**config.mk**
```make
export PLATFORM = sky130hd
export DESIGN_NAME = div_denorm
export DESIGN_NICKNAME = d
export VERILOG_FILES = /design/src/rtl/fp_pkg.sv /design/src/rtl/fp_round_incr.sv /design/src/rtl/div_denorm.sv
export SDC_FILE = /design/constraint.sdc
export NUM_CORES = 1
export LEC_CHECK = 0
export ABC_CLOCK_PERIOD_IN_PS = 3500
export CAP_MARGIN = 10
export CELL_PAD_IN_SITES_DETAIL_PLACEMENT = 1
export CELL_PAD_IN_SITES_GLOBAL_PLACEMENT = 2
export CORE_ASPECT_RATIO = 1.4
export CORE_MARGIN = 3
export CORE_UTILIZATION = 29
export DETAILED_ROUTE_END_ITERATION = 7
export GPL_TIMING_DRIVEN = 0
export PLACE_DENSITY_LB_ADDON = 0.1
export SYNTH_ARGS = -nofsm -noshare
export SYNTH_HDL_FRONTEND = slang
export SYNTH_SLANG_ARGS = --single-unit
```
**constraint.sdc**
```tcl
create_clock -name clk -period 3.5 [get_ports clk]
set_clock_uncertainty 0.15 [all_clocks]
set_input_delay 0.525 -clock clk [delete_from_list [all_inputs] [get_ports clk]]
set_output_delay 0.525 -clock clk [all_outputs]
set_load 0.01 [all_outputs]
```
**src/rtl/fp_pkg.sv**
```systemverilog
// Shared floating-point constants and types for the FP datapath blocks.
package fp_pkg;

  // RISC-V rounding-mode encodings
  localparam logic [2:0] RmRne = 3'b000;
  localparam logic [2:0] RmRtz = 3'b001;
  localparam logic [2:0] RmRdn = 3'b010;
  localparam logic [2:0] RmRup = 3'b011;
  localparam logic [2:0] RmRmm = 3'b100;

  // fflags bit positions, {NV,DZ,OF,UF,NX}
  localparam int unsigned FlagNv = 4;
  localparam int unsigned FlagDz = 3;
  localparam int unsigned FlagOf = 2;
  localparam int unsigned FlagUf = 1;
  localparam int unsigned FlagNx = 0;

  // Single-precision exponent bias; the all-ones exponent field marks overflow
  localparam int Bias   = 127;
  localparam int ExpInf = 2 * Bias + 1;

  localparam logic [31:0] MaxFinite = 32'h7F7F_FFFF;
  localparam logic [31:0] Inf       = 32'h7F80_0000;

  localparam int unsigned DefShiftStep = 4;

  typedef enum logic [1:0] {
    StIdle,
    StShift,
    StRound,
    StOut
  } dd_state_e;

endpackage

```
**src/rtl/fp_round_incr.sv**
```systemverilog
// Rounding increment decision shared by the FP units.
module fp_round_incr
  import fp_pkg::*;
(
  input  logic [2:0] rm,
  input  logic       sign,
  input  logic       lsb,
  input  logic       guard,
  input  logic       sticky,
  output logic       increment
);

  // Decide whether the truncated magnitude must be bumped by one ulp
  always_comb begin
    increment = 1'b0;
    case (rm)
      RmRtz:   increment = 1'b0;
      RmRdn:   increment = sign & (guard | sticky);
      RmRup:   increment = ~sign & (guard | sticky);
      RmRmm:   increment = guard;
      // RNE, and the reserved codes behave as RNE
      default: increment = guard & (sticky | lsb);
    endcase
  end

endmodule

```
**src/rtl/div_denorm.sv**
```systemverilog
// Divider back end: denormalises tiny quotients, rounds, and packs an IEEE single.
module div_denorm
  import fp_pkg::*;
#(
  parameter int unsigned SHIFT_STEP = DefShiftStep
) (
  input  logic        clk,
  input  logic        rst_n,
  input  logic        in_valid,
  output logic        in_ready,
  input  logic        in_Sign,
  input  logic [9:0]  in_Exp,
  input  logic [25:0] in_Mant,
  input  logic        in_Sticky,
  input  logic [2:0]  in_Rm,
  output logic        out_valid,
  input  logic        out_ready,
  output logic [31:0] out_Result,
  output logic [4:0]  out_Flags
);

  localparam int unsigned MaxShift  = 26;
  localparam int unsigned StepClamp = (SHIFT_STEP == 0) ? 1 :
                                      (SHIFT_STEP > MaxShift) ? MaxShift : SHIFT_STEP;
  localparam logic [4:0] Step = 5'(StepClamp);
  localparam logic signed [10:0] ExpOvf = 11'(ExpInf);

  dd_state_e   state_q, state_d;
  logic        sign_q, sign_d;
  logic [9:0]  exp_q, exp_d;
  logic [25:0] mant_q, mant_d;
  logic        sticky_q, sticky_d;
  logic [2:0]  rm_q, rm_d;
  logic        subn_q, subn_d;
  logic        zero_q, zero_d;
  logic [4:0]  rem_q, rem_d;
  logic [31:0] result_q, result_d;
  logic [4:0]  flags_q, flags_d;

  // Accept-time decode: the operand is tiny when its biased exponent is not positive
  logic              exp_le0;
  logic signed [10:0] n_full;
  logic [4:0]        n_sat;
  assign exp_le0 = $signed(in_Exp) <= 10'sd0;
  assign n_full  = 11'sd1 - $signed({in_Exp[9], in_Exp});
  assign n_sat   = (n_full > 11'sd26) ? 5'd26 : n_full[4:0];

  // Per-cycle shift amount and the bits it pushes out into sticky
  logic [4:0]  shamt;
  logic [25:0] lost_mask;
  assign shamt     = (rem_q > Step) ? Step : rem_q;
  assign lost_mask = (26'd1 << shamt) - 26'd1;

  logic        incr;
  logic [24:0] mant_rnd;
  logic [10:0] exp_rnd;
  logic        inexact, ovf, max_fin;
  logic [7:0]  exp_fld;
  logic [22:0] frac;
  logic [31:0] rnd_result;
  logic [4:0]  rnd_flags;

  fp_round_incr u_round_incr (
    .rm        (rm_q),
    .sign      (sign_q),
    .lsb       (mant_q[2]),
    .guard     (mant_q[1]),
    .sticky    (mant_q[0] | sticky_q),
    .increment (incr)
  );

  // Round, detect overflow/underflow and pack the result word
  always_comb begin
    mant_rnd = {1'b0, mant_q[25:2]} + {24'd0, incr};
    exp_rnd  = {exp_q[9], exp_q} + {10'd0, mant_rnd[24]};
    inexact  = mant_q[1] | mant_q[0] | sticky_q;
    ovf      = ~zero_q & ($signed(exp_rnd) >= ExpOvf);
    max_fin  = (rm_q == RmRtz) | ((rm_q == RmRdn) & ~sign_q) | ((rm_q == RmRup) & sign_q);
    if (subn_q) begin
      // A subnormal that rounds into bit 23 becomes the smallest normal
      exp_fld = {7'd0, mant_rnd[23]};
      frac    = mant_rnd[22:0];
    end else if (mant_rnd[24]) begin
      exp_fld = exp_q[7:0] + 8'd1;
      frac    = '0;
    end else begin
      exp_fld = exp_q[7:0];
      frac    = mant_rnd[22:0];
    end
    rnd_result = {sign_q, exp_fld, frac};
    rnd_flags  = '0;
    if (zero_q) begin
      rnd_result = {sign_q, 31'd0};
    end else if (ovf) begin
      rnd_result         = {sign_q, max_fin ? MaxFinite[30:0] : Inf[30:0]};
      rnd_flags[FlagOf]  = 1'b1;
      rnd_flags[FlagNx]  = 1'b1;
    end else begin
      rnd_flags[FlagNx]  = inexact;
      rnd_flags[FlagUf]  = inexact & (exp_fld == 8'd0);
    end
    rnd_flags[FlagNv] = 1'b0;
    rnd_flags[FlagDz] = 1'b0;
  end

  // Next-state logic for the IDLE/SHIFT/ROUND/OUT sequence
  always_comb begin
    state_d  = state_q;
    sign_d   = sign_q;
    exp_d    = exp_q;
    mant_d   = mant_q;
    sticky_d = sticky_q;
    rm_d     = rm_q;
    subn_d   = subn_q;
    zero_d   = zero_q;
    rem_d    = rem_q;
    result_d = result_q;
    flags_d  = flags_q;
    unique case (state_q)
      StIdle: begin
        if (in_valid) begin
          sign_d   = in_Sign;
          exp_d    = in_Exp;
          mant_d   = in_Mant;
          sticky_d = in_Sticky;
          rm_d     = in_Rm;
          zero_d   = (in_Mant == 26'd0);
          subn_d   = exp_le0 & (in_Mant != 26'd0);
          rem_d    = n_sat;
          state_d  = (exp_le0 && in_Mant != 26'd0) ? StShift : StRound;
        end
      end
      StShift: begin
        mant_d   = mant_q >> shamt;
        sticky_d = sticky_q | (|(mant_q & lost_mask));
        rem_d    = rem_q - shamt;
        if (rem_q == shamt) begin
          exp_d   = '0;
          state_d = StRound;
        end
      end
      StRound: begin
        result_d = rnd_result;
        flags_d  = rnd_flags;
        state_d  = StOut;
      end
      StOut: begin
        if (out_ready) state_d = StIdle;
      end
      default: state_d = StIdle;
    endcase
  end

  // State and datapath registers with synchronous active-low reset
  always_ff @(posedge clk) begin
    if (!rst_n) begin
      state_q  <= StIdle;
      sign_q   <= 1'b0;
      exp_q    <= '0;
      mant_q   <= '0;
      sticky_q <= 1'b0;
      rm_q     <= '0;
      subn_q   <= 1'b0;
      zero_q   <= 1'b0;
      rem_q    <= '0;
      result_q <= '0;
      flags_q  <= '0;
    end else begin
      state_q  <= state_d;
      sign_q   <= sign_d;
      exp_q    <= exp_d;
      mant_q   <= mant_d;
      sticky_q <= sticky_d;
      rm_q     <= rm_d;
      subn_q   <= subn_d;
      zero_q   <= zero_d;
      rem_q    <= rem_d;
      result_q <= result_d;
      flags_q  <= flags_d;
    end
  end

  assign in_ready   = (state_q == StIdle) & rst_n;
  assign out_valid  = (state_q == StOut);
  assign out_Result = result_q;
  assign out_Flags  = flags_q;

endmodule

```
Word-level counts from Yosys, hierarchy flattened
Index checks and enable logic that the tools add are counted.
{ "op_classes": {"addsub": 6, "n_lt_le_gt_ge": 4, "n_eq_ne": 11, "shifts": 2, "mux": 28, "bitwise_logic": 20, "reduce_logical": 11} }
{ "ops": {"columns": ["operator", "count"], "rows": [
  ["$mux 31", 2],
  ["$pmux 26 s2", 1],
  ["$mux 23", 2],
  ["$and 26x26->26", 1],
  ["$logic_not 26->1", 1],
  ["$mux 26", 1],
  ["$reduce_bool 26->1", 1],
  ["$reduce_or 26->1", 1],
  ["$shl 1x5->26 const A", 1],
  ["$shr 26x5->26", 1],
  ["$sub 26x1->26 const B", 1],
  ["$add 24x1->25", 1],
  ["$mux 24", 1],
  ["$mux 10", 2],
  ["$pmux 10 s2", 1],
  ["$mux 8", 2],
  ["$mux 5", 3],
  ["$add 10x2->11", 1],
  ["$ge 11x9->1 const B", 1],
  ["$gt 11x6->1 const B", 1],
  ["$sub 2x10->11 const A", 1],
  ["$le 10x1->1 const B", 1],
  ["$pmux 5 s2", 1],
  ["$and 1x1->1", 9],
  ["other kinds (25)", 44]
]} }
{ "totals": {"reg_bits": 85, "out_inout_bits": 39, "word_cells": 93} }

Logic depth before layout (Yosys ltp)
Gate-level depths: netlist of the first run.
{ "logic_depth": {"ltp_word": 11, "depth_mapped": 20, "mapped_depth_nobuf": 19} }

By module
From an unflattened synthesis of the first run, not the netlist that was laid out.
{ "unflattened": {"hier_cells": 742, "area_unflattened_um2": 5749.3} }
{ "modules_own_cells": {"columns": ["mod", "instances", "cells_each", "area_per_inst_um2", "seq_area_each_um2"], "rows": [
  ["div_denorm", 1, 735, 5694.2, 1701.6],
  ["fp_round_incr", 1, 7, 55.1, 0.0]
]} }

Worst setup path before layout of the first run
OpenSTA, ideal clock, no wires.
{ "synth_timing": {"path_type": "register to register", "from": "reg rm_q[2]", "to": "reg result_q[18], in the netlist out_Result[18]", "setup_ns": 0.070, "arrival_time_ns": 3.523, "required_time_ns": 3.280, "setup_slack_ns": -0.244, "path_stages_with_launch": 20, "synth_period_minus_slack_ns": 3.744, "path_cell_list": "dfxtp_1 -> inv_1 -> and3_1 -> ha_1 -> and3_1 -> a21oi_1 -> a21oi_1 -> ha_1 -> ha_1 -> nand3_2 -> nor3_2 -> nand2_1 -> inv_1 -> ha_1 -> and4_1 -> a22o_1 -> a21oi_1 -> buf_2 -> o21ai_0 -> a21oi_1"} }
{ "synth_between": {"elab_chain_cells": 8} }
{ "synth_rtl": {"columns": ["element", "line_no", "rtl"], "rows": [
  ["start, declared", "div_denorm.sv:33", "logic [2:0] rm_q, rm_d;"],
  ["start signal, assigned", "div_denorm.sv:174", "rm_q <= rm_d;"],
  ["$eq 3x3->1, or another cell as far along", "fp_round_incr.sv:16", "case (rm)"],
  ["$pmux 1 s4", "fp_round_incr.sv:16", null],
  ["$add 24x1->25", "div_denorm.sv:74", "mant_rnd = {1'b0, mant_q[25:2]} + {24'd0, incr};"],
  ["$add 10x2->11", "div_denorm.sv:75", "exp_rnd = {exp_q[9], exp_q} + {10'd0, mant_rnd[24]};"],
  ["$ge 11x9->1", "div_denorm.sv:77", "ovf = ~zero_q & ($signed(exp_rnd) >= ExpOvf);"],
  ["$and 1x1->1", "div_denorm.sv:77", null],
  ["$mux 31 *", "div_denorm.sv:94", "end else if (ovf) begin"],
  ["$mux 31 *", "div_denorm.sv:92", "if (zero_q) begin"],
  ["end signal, assigned", "div_denorm.sv:178", "result_q <= result_d;"],
  ["end, declared", "div_denorm.sv:37", "logic [31:0] result_q, result_d;"]
]} }
Every way passes the cells marked *; elsewhere a longest branch is shown, timed or not.
A chain may end at the register's enable or synchronous reset.

Worst setup path in the final report of the first run
{ "layout_timing": {"from": "reg rm_q[1]", "to": "reg result_q[30], in the netlist out_Result[30]"} }
{ "layout_between": {"elab_chain_cells": 8} }
{ "layout_rtl": {"columns": ["element", "line_no"], "rows": [
  ["$eq 3x3->1, or another cell as far along", "fp_round_incr.sv:16"],
  ["$pmux 1 s4 *", "fp_round_incr.sv:16"],
  ["$add 24x1->25 *", "div_denorm.sv:74"],
  ["$add 10x2->11", "div_denorm.sv:75"],
  ["$ge 11x9->1", "div_denorm.sv:77"],
  ["$and 1x1->1", "div_denorm.sv:77"],
  ["$mux 31 *", "div_denorm.sv:94"],
  ["$mux 31 *", "div_denorm.sv:92"]
]} }
Marks and branches as above.

==> summary.md, run 1 <==
| Metric | Value |
|---|---|
| FF-to-FF Start | rm_q[1] |
| Ys flop type | dfxtp_1 |
| Total GRT Usage | 22.4% |
| Fill count | 2,333 |
| P_leak | 2.69 nW |
| Post-synth ARST share | 0% |
| Clk pwr share | 15.9% |
| Vias per cell | 5.58 |
| CTS buffer count | 9 |
| DRC violation count after routing | 0 |
| DP HPWL | 18,500 um |
| Hold path depth | 2 |
| Drt first pass iters | 5 |
| Iteration-0 DRC Markers | 417 |
| Share of layout cells above drive strength 1 | 15.2% |
| Reg2Reg Depth | 18 |
| Fin Hold WS | 324 ps |
| P_int | 3.18 mW |
| Seq pwr share | 24.5% |
| Slew HR | 32.6% |
| Worst VDD drop | 0.000264 V |
| Crit. End Element | flip-flop |
| Post-route cell area | 0.00766 mm2 |
| Max-slew violations | 0 |
| Req. time, crit path | 3560 ps |
| Port buffer count | 80 |
| Antenna Nets Post-Route | 0 |
| ANT cells | 0 |
| Final WL | 24,800 um |
| Post-synthesis register bit count | 85 |
| Max FO, Critical Path | 10 |
| Fin nets | 912 |
| Setup WS pre-CTS | -979 ps |
| Initial core utilization | 29.8% |
| EDFF count, synth | 0 |
| Final period util | 104% |
| Final Core Density | 39.4% |
| Clock sink count | 85 |
| Core Region | 0.0194 mm2 |
| WS Path Type | flip-flop to flip-flop |
| Num rows | 60 |
| Chip width | 126 um |
| Mapped Area | 0.00580 mm2 |
| Dpl cells | 1,073 |
| Slew @ Worst Pin | 1000 ps |
| Hold_sp | out_Result[6] |
| Startpoint types | flip-flop |
| Final Hold Violating Endpoints | 0 |
| Worst R2R Setup Slack | -160 ps |
| Period minus WS final | 3660 ps |
| First-pass GRT wire length | 38,300 um |
| CTS tree | built |
| # H-tree levels | 3 |
| Run status | finished with violations |
| Peak Freq | 274 MHz |
| Vias | 6,170 |
| Max cap viols | 0 |
| NetSw | 3.01 mW |
| Die area | 0.0218 mm2 |
| Root buffer cell | clkbuf_16 |
| Drt wl/cell | 22.4 um |
| Pwr Density | 808 mW/mm2 |
| Final setup vio count | 34 |
| Comb pwr share | 59.6% |
| Crit path DAT | 3710 ps |
| Most frequent cells in the layout | nand2_1 (84), dfxtp_1 (82), clkdlybuf4s50_1 (80) |
| GPL Wtd Cong | 0.892 |
| Reg2reg end | out_Result[30] |
| Grt ovf | 0 |
| Synthesis-to-finish area growth | 32.1% |
| Switching Share | 48.7% |
| # IOs | 84 |
| Most common cell after layout, fill and taps aside | nand2_1 |
| Largest net degree at the start of global routing | 14 |
| Clock Path Buffers | 2 |
| Unique masters post-synth | 79 |
| Non-Filler Instances | 1,105 |
| Die height | 173 um |
| Setup ws final | -155 ps |
| Syn Area/Cell | 7.79 um2 |
| Clock-pin slew on the worst setup and hold paths | 70 ps |
| RSZ-0062 raised after global routing | yes |
| Worst Hold Path EP | out_Result[6] |
| Failing checks | negative setup slack |
| Post-Syn Instances | 744 |
| Worst skew pair latency | 360 ps |
| Ys Warns | 0 |
| Initial antenna violation count | 0 |
| Hold Path Class | flip-flop to flip-flop |
| Vias in the first global route | 6,519 |
| Area after DPL | 0.00694 mm2 |
| Sequential fraction of the synthesis area | 29.3% |
area by class of cell:
| type | count | area (um2) | area share [%] |
|---|---|---|---|
| plain buffers | 69 | 338 | 4.41 |
| flip-flops and latches | 85 | 1710 | 22.3 |
| clock inverters | 5 | 52.6 | 0.686 |
| repair buffers | 98 | 951 | 12.4 |
| multi-input cells | 572 | 4000 | 52.3 |
| inverters | 18 | 70.1 | 0.914 |
| well taps | 248 | 310 | 4.05 |
| clock buffers | 10 | 229 | 2.99 |
synth_stat cells (6+ instances only):
cell	count	area share, %
o211ai_1	17	2.2
xor2_1	17	2.6
a31oi_1	16	1.7
o21ai_0	43	3.7
clkbuf_1	42	2.7
ha_1	14	3.0
xnor2_1	17	2.6
buf_4	6	0.78
a211oi_1	6	0.78
a21oi_1	55	4.7
nand3_1	20	1.7
or3_1	15	1.6
mux2i_1	37	6.4
buf_2	15	1.3
dfxtp_1	85	29
nand2b_1	23	2.5
nor2b_1	6	0.65
o221ai_1	7	1.1
nand2_1	86	5.6
nor3_1	15	1.3
and3_1	10	1.1
nor2_1	51	3.3
nor4_1	9	0.97
inv_1	17	1.1
nand4_1	12	1.3
a22oi_1	12	1.6
metal layers:
metal | GRT usage (%) | vias to the layer above | wire length [um] | part of all wire [%]
met2 | 39.6 | 183 | 12600 | 51
met5 | 0 | - | 0 | 0
met1 | 26.2 | 3023 | 10200 | 41
li1 | - | 2914 | - | -
met4 | 10.9 | 0 | 931 | 3.8
met3 | 3.02 | 50 | 1090 | 4.4
how the worst max path moves through the flow:
stage / from / to / slack, ps / cells after the start
2_1_floorplan: rm_q[2] / out_Result[19] / 9 / 20
3_3_place_gp: rm_q[2] / out_Result[30] / -1010 / 19
3_5_place_dp: rm_q[2] / out_Result[30] / -980 / 19
4_1_cts: rm_q[1] / out_Result[1] / -210 / 20
5_1_grt: rm_q[1] / out_Result[1] / -290 / 20
6_report: rm_q[1] / out_Result[30] / -160 / 18
state kept, by name, indices dropped and copies added, names as in the netlist, 2 cells and up:
signal	count
state_q	2
rem_q	5
mant_q	26
out_Flags	3
exp_q	10
rm_q	3
out_Result	32
timing repair:
item / CTS / global route
gates resized for setup: 71 / 15
pin swaps: 32 / 16
endpoints found under the setup margin: 34 / 49
hold buffers: 0 / 0
buffers inserted: 12 / 5
gates cloned: 1 / 0
cell families (layout without fill, tap and decap cells):
logic type	after synthesis	count (layout)	share of synthesized area [%]
fa+ha+maj	14	14	3.02
buf+inv	88	200	6.71
other cells	2	3	0.129
compound gates	202	202	22.6
flops	85	85	29.3
simple gates	275	275	24.9
xor+xnor	34	34	5.13
mux	44	44	8.13
critical path, cell delays in order (launching register included):
cell,delay (ps)
dfxtp_4,340
and3_4,180
ha_4,240
and3_4,180
a21oi_2,40
a21oi_2,140
ha_2,220
ha_4,160
nand3_4,90
nor3_4,280
nand2_2,140
inv_4,120
ha_4,150
xnor2_2,110
o22ai_2,100
a22o_4,300
clkbuf_4,250
o21ai_4,240
a21oi_1,90
metrics by stage:
step / TNS [ps] / power (mW)
after floorplan: 0 / 3.65
after global placement: -23210 / 4.82
after detailed placement: -22550 / 4.90
after CTS: -5480 / 6.12
after global routing: -7810 / 6.59
final: -2880 / 6.19
power groups by stage:
stage	Combinational (mW)	Sequential (mW)	Clock [mW]
floorplan	2.18	1.47	0
global placement	3.31	1.51	0
detailed placement	3.38	1.52	0
CTS	3.61	1.51	1.01
global route	4.01	1.55	1.03
finish	3.69	1.52	0.986
No activity file was read; power rests on OpenSTA's default activity.
==> run 2: changes to the inputs <==
--- a/config.mk
+++ b/config.mk
@@ -6,4 +6,5 @@
 export NUM_CORES = 1
 export LEC_CHECK = 0
+export ABC_AREA = 1
 export ABC_CLOCK_PERIOD_IN_PS = 3500
 export CAP_MARGIN = 10
@@ -12,5 +13,5 @@
 export CORE_ASPECT_RATIO = 1.4
 export CORE_MARGIN = 3
-export CORE_UTILIZATION = 29
+export CORE_UTILIZATION = 27
 export DETAILED_ROUTE_END_ITERATION = 7
 export GPL_TIMING_DRIVEN = 0
--- a/constraint.sdc
+++ b/constraint.sdc
@@ -3,3 +3,3 @@
 set_input_delay 0.525 -clock clk [delete_from_list [all_inputs] [get_ports clk]]
 set_output_delay 0.525 -clock clk [all_outputs]
-set_load 0.01 [all_outputs]
+set_load 0.02 [all_outputs]
==> run 2 against run 1 <==
Effect of this change: the run still ends with negative setup slack left; sequential power increased by 5%; core utilization fell by 3.0 points; cell count grew 22%; cell area rose by 1.6%; global-route usage down 0.88 points; sequential cell count unchanged; count of clock-buffer cells in the layout is 1 lower; synthesized cell count rose by 27%; wire length is 0.90% higher; critical path depth up 7; worst setup slack improved by 75 ps; via count grew 7.9%; critical path type unchanged; highest routed layer unchanged.
==> summary.md, run 2 <==
| Metric | Value |
|---|---|
| First-pass GRT wire length | 39,200 um (was 38,300 um) |
| Ys flop type | dfxtp_1 (unchanged) |
| Comb pwr share | 53.8% (was 59.6%) |
| Hold-fix buffers at CTS | 0 (unchanged) |
| Req. time, crit path | 3560 ps (about the same) |
| Port buffer count | 80 (unchanged) |
| Final WL | 25,000 um (was 24,800 um) |
| Post-Syn Instances | 944 (was 744) |
| Post-synth ARST share | 0% (unchanged) |
| Chip width | 131 um (was 126 um) |
| Synth area leader | dfxtp_1 (unchanged) |
| # IOs | 84 (unchanged) |
| CP dominant cell by count | nor2_4 (was ha_4) |
| Ys Warns | 0 (unchanged) |
| Initial antenna violation count | 0 (unchanged) |
| Die area | 0.0237 mm2 (was 0.0218 mm2) |
| Hold Path Class | flip-flop to flip-flop (unchanged) |
| Vias per cell | 4.92 (was 5.58) |
| Number of flip-flops in the largest register | 32 (unchanged) |
| Final setup vio count | 24 (was 34) |
| Crit. End Element | flip-flop (unchanged) |
| Antenna Nets Post-Route | 0 (unchanged) |
| Setup ws final | -80.8 ps (was -155 ps) |
| Worst VDD drop | 0.000270 V (was 0.000264 V) |
| Switching Share | 49.8% (was 48.7%) |
| Root buffer cell | clkbuf_16 (unchanged) |
| Most common cell after layout, fill and taps aside | nand2_1 (unchanged) |
| Area after DPL | 0.00708 mm2 (was 0.00694 mm2) |
| Total GRT Usage | 21.5% (was 22.4%) |
| Unique masters post-synth | 44 (was 79) |
| Grt ovf | 0 (unchanged) |
| Total power | 5.84 mW (was 6.19 mW) |
| EDFF count, synth | 0 (unchanged) |
| Crit path DAT | 3640 ps (was 3710 ps) |
| RSZ-0062 raised after global routing | yes (unchanged) |
| Fill count | 2,776 (was 2,333) |
| GPL Wtd Cong | 0.843 (was 0.892) |
| WS Path Type | flip-flop to flip-flop (unchanged) |
| Post-route cell area | 0.00778 mm2 (was 0.00766 mm2) |
| Period minus WS final | 3580 ps (was 3660 ps) |
| Fin nets | 1,115 (was 912) |
| Seq pwr share | 27.5% (was 24.5%) |
| Num rows | 63 (was 60) |
| P_leak | 3.16 nW (was 2.69 nW) |
| NetSw | 2.91 mW (was 3.01 mW) |
| Drt wl/cell | 18.5 um (was 22.4 um) |
| Drt first pass iters | 4 (was 5) |
| Pwr Density | 750 mW/mm2 (was 808 mW/mm2) |
| Final Hold Violating Endpoints | 0 (unchanged) |
| Clock Path Buffers | 2 (unchanged) |
| CTS tree | built (unchanged) |
| CTS buffer count | 9 (unchanged) |
| Largest net degree at the start of global routing | 16 (was 14) |
| Core Region | 0.0214 mm2 (was 0.0194 mm2) |
| Worst skew pair latency | 350 ps (was 360 ps) |
| Vias | 6,657 (was 6,170) |
| Area contributors post-synth | dfxtp_1 (29%), nand2_1 (17%), a21oi_1 (9.5%), o21ai_0 (6.4%), inv_1 (5.3%) (was dfxtp_1 (29%), mux2i_1 (6.4%), nand2_1 (5.6%), a21oi_1 (4.7%), o21ai_0 (3.7%)) |
| Iteration-0 DRC Markers | 247 (was 417) |
| Die height | 181 um (was 173 um) |
| Failing checks | negative setup slack (unchanged) |
| Max cap viols | 0 (unchanged) |
| DP HPWL | 19,800 um (was 18,500 um) |
| Synthesis-to-finish area growth | 31.7% (was 32.1%) |
| Largest stage delay, worst path | 330 ps (was 340 ps) |
| Synth top area share | 28.8% (was 29.3%) |
| Slew @ Worst Pin | 843 ps (was 1000 ps) |
| Max-slew violations | 0 (unchanged) |
| Worst path slowest cell | dfxtp_2 (was dfxtp_4) |
| Post-synthesis register bit count | 85 (unchanged) |
| Startpoint types | flip-flop (unchanged) |
| Most frequent cells in the layout | nand2_1 (238), a21oi_1 (100), inv_1 (81), dfxtp_1 (81), clkdlybuf4s50_1 (80) (was nand2_1 (84), dfxtp_1 (82), clkdlybuf4s50_1 (80)) |
| Sequential fraction of the synthesis area | 28.8% (was 29.3%) |
| Top-count cell post-synth | nand2_1 (unchanged) |
| ANT cells | 0 (unchanged) |
| Max FO, Critical Path | 3 (was 10) |
| Vias in the first global route | 7,155 (was 6,519) |
| Clock sink count | 85 (unchanged) |
| Slew HR | 43.8% (was 32.6%) |
| Share of layout cells above drive strength 1 | 14.2% (was 15.2%) |
| # H-tree levels | 3 (unchanged) |
| Synth top cells by count | nand2_1 (265), a21oi_1 (112), dfxtp_1 (85) (was nand2_1 (86), dfxtp_1 (85), a21oi_1 (55)) |
| Clock-pin slew on the worst setup and hold paths | 70 ps (about the same) |
| P_int | 2.93 mW (was 3.18 mW) |
| Peak Freq | 279 MHz (was 274 MHz) |
| Final period util | 102% (was 104%) |
| Mapped Area | 0.00591 mm2 (was 0.00580 mm2) |
| DRC violation count after routing | 0 (unchanged) |
| Run status | finished with violations (unchanged) |
| Initial core utilization | 27.7% (was 29.8%) |
| Clk pwr share | 18.7% (was 15.9%) |
| Syn Area/Cell | 6.26 um2 (was 7.79 um2) |
## run 2: cell families (layout without fill, tap and decap cells)
logic type	Yosys count	after routing	synth area share, %
and+or+nand+nor	456	456	33.9
AOI/OAI and AO/OA	233	233	21.5
buffers and inverters	135	251	9.78
DFF	85	85	28.8
xor gates and xnor gates	15	15	2.22
adders and majority gates	14	14	2.96
muxes	4	4	0.678
other	2	3	0.127
## run 2: routing by layer
| metal | routed length (um) | global-route usage, % | up-vias | share of wire, % |
|---|---|---|---|---|
| met2 | 13300 | 39.5 | 72 | 53 |
| li1 | - | - | 3348 | - |
| met1 | 10400 | 24.9 | 3207 | 41 |
| met5 | 0 | 0 | - | 0 |
| met3 | 599 | 2.75 | 30 | 2.4 |
| met4 | 707 | 7.29 | 0 | 2.8 |
## run 2: path summary, 6_finish.rpt
path / from / end / slack (ps) / cells after the start
worst max-delay path: rm_q[1] / out_Result[25] / -80 / 25
worst min-delay path: out_Result[15] / out_Result[15] / 320 / 2
worst max register to register: rm_q[1] / out_Result[25] / -80 / 25
worst min register to register: out_Result[15] / out_Result[15] / 320 / 2
## run 2: critical path: cells and delay by family, from the launching register on
family          cells  cell delay, ps
simple gates       12            1100
fa+ha+maj           4             800
buf+inv             5             510
compound gates      3             440
flops               1             330
xor+xnor            1             110
## run 2: metrics by stage
step	util, %	setup WS [ps]	TNS [ps]	cells	hold WS (ps)
after CTS	36.1	-189	-4770	1348	319
final	36.4	-80.8	-1080	1353	317
after detailed placement	33.1	-846	-23410	1317	308
after global placement	33.1	-841	-23470	1317	310
after floorplan	-	90.3	0	945	300
after global routing	36.4	-275	-7520	1353	341
## run 2: power by group through the flow
stage	registers, mW	logic, mW	clock network, mW
detailed placement	1.62	2.98	0
floorplan	1.55	1.92	0
global route	1.65	3.51	1.15
global placement	1.62	2.98	0
finish	1.60	3.14	1.09
CTS	1.61	3.15	1.11
## run 2: what timing repair did
item / CTS / global route
cloned: 2 / 0
pin swaps: 13 / 10
buffers inserted: 13 / 5
endpoints found under the setup margin: 34 / 34
gates resized for setup: 65 / 10
## run 2: final cells by class
cell class / instances / area [um2] / share of cell area [%]
multi-input combinational: 725 / 3840 / 49.3
sequential: 85 / 1710 / 22.0
timing repair buffer: 100 / 962 / 12.4
tap: 292 / 365 / 4.69
inverter: 89 / 337 / 4.32
buffer: 46 / 248 / 3.18
clock buffer: 9 / 225 / 2.89
clock inverter: 7 / 97.6 / 1.25
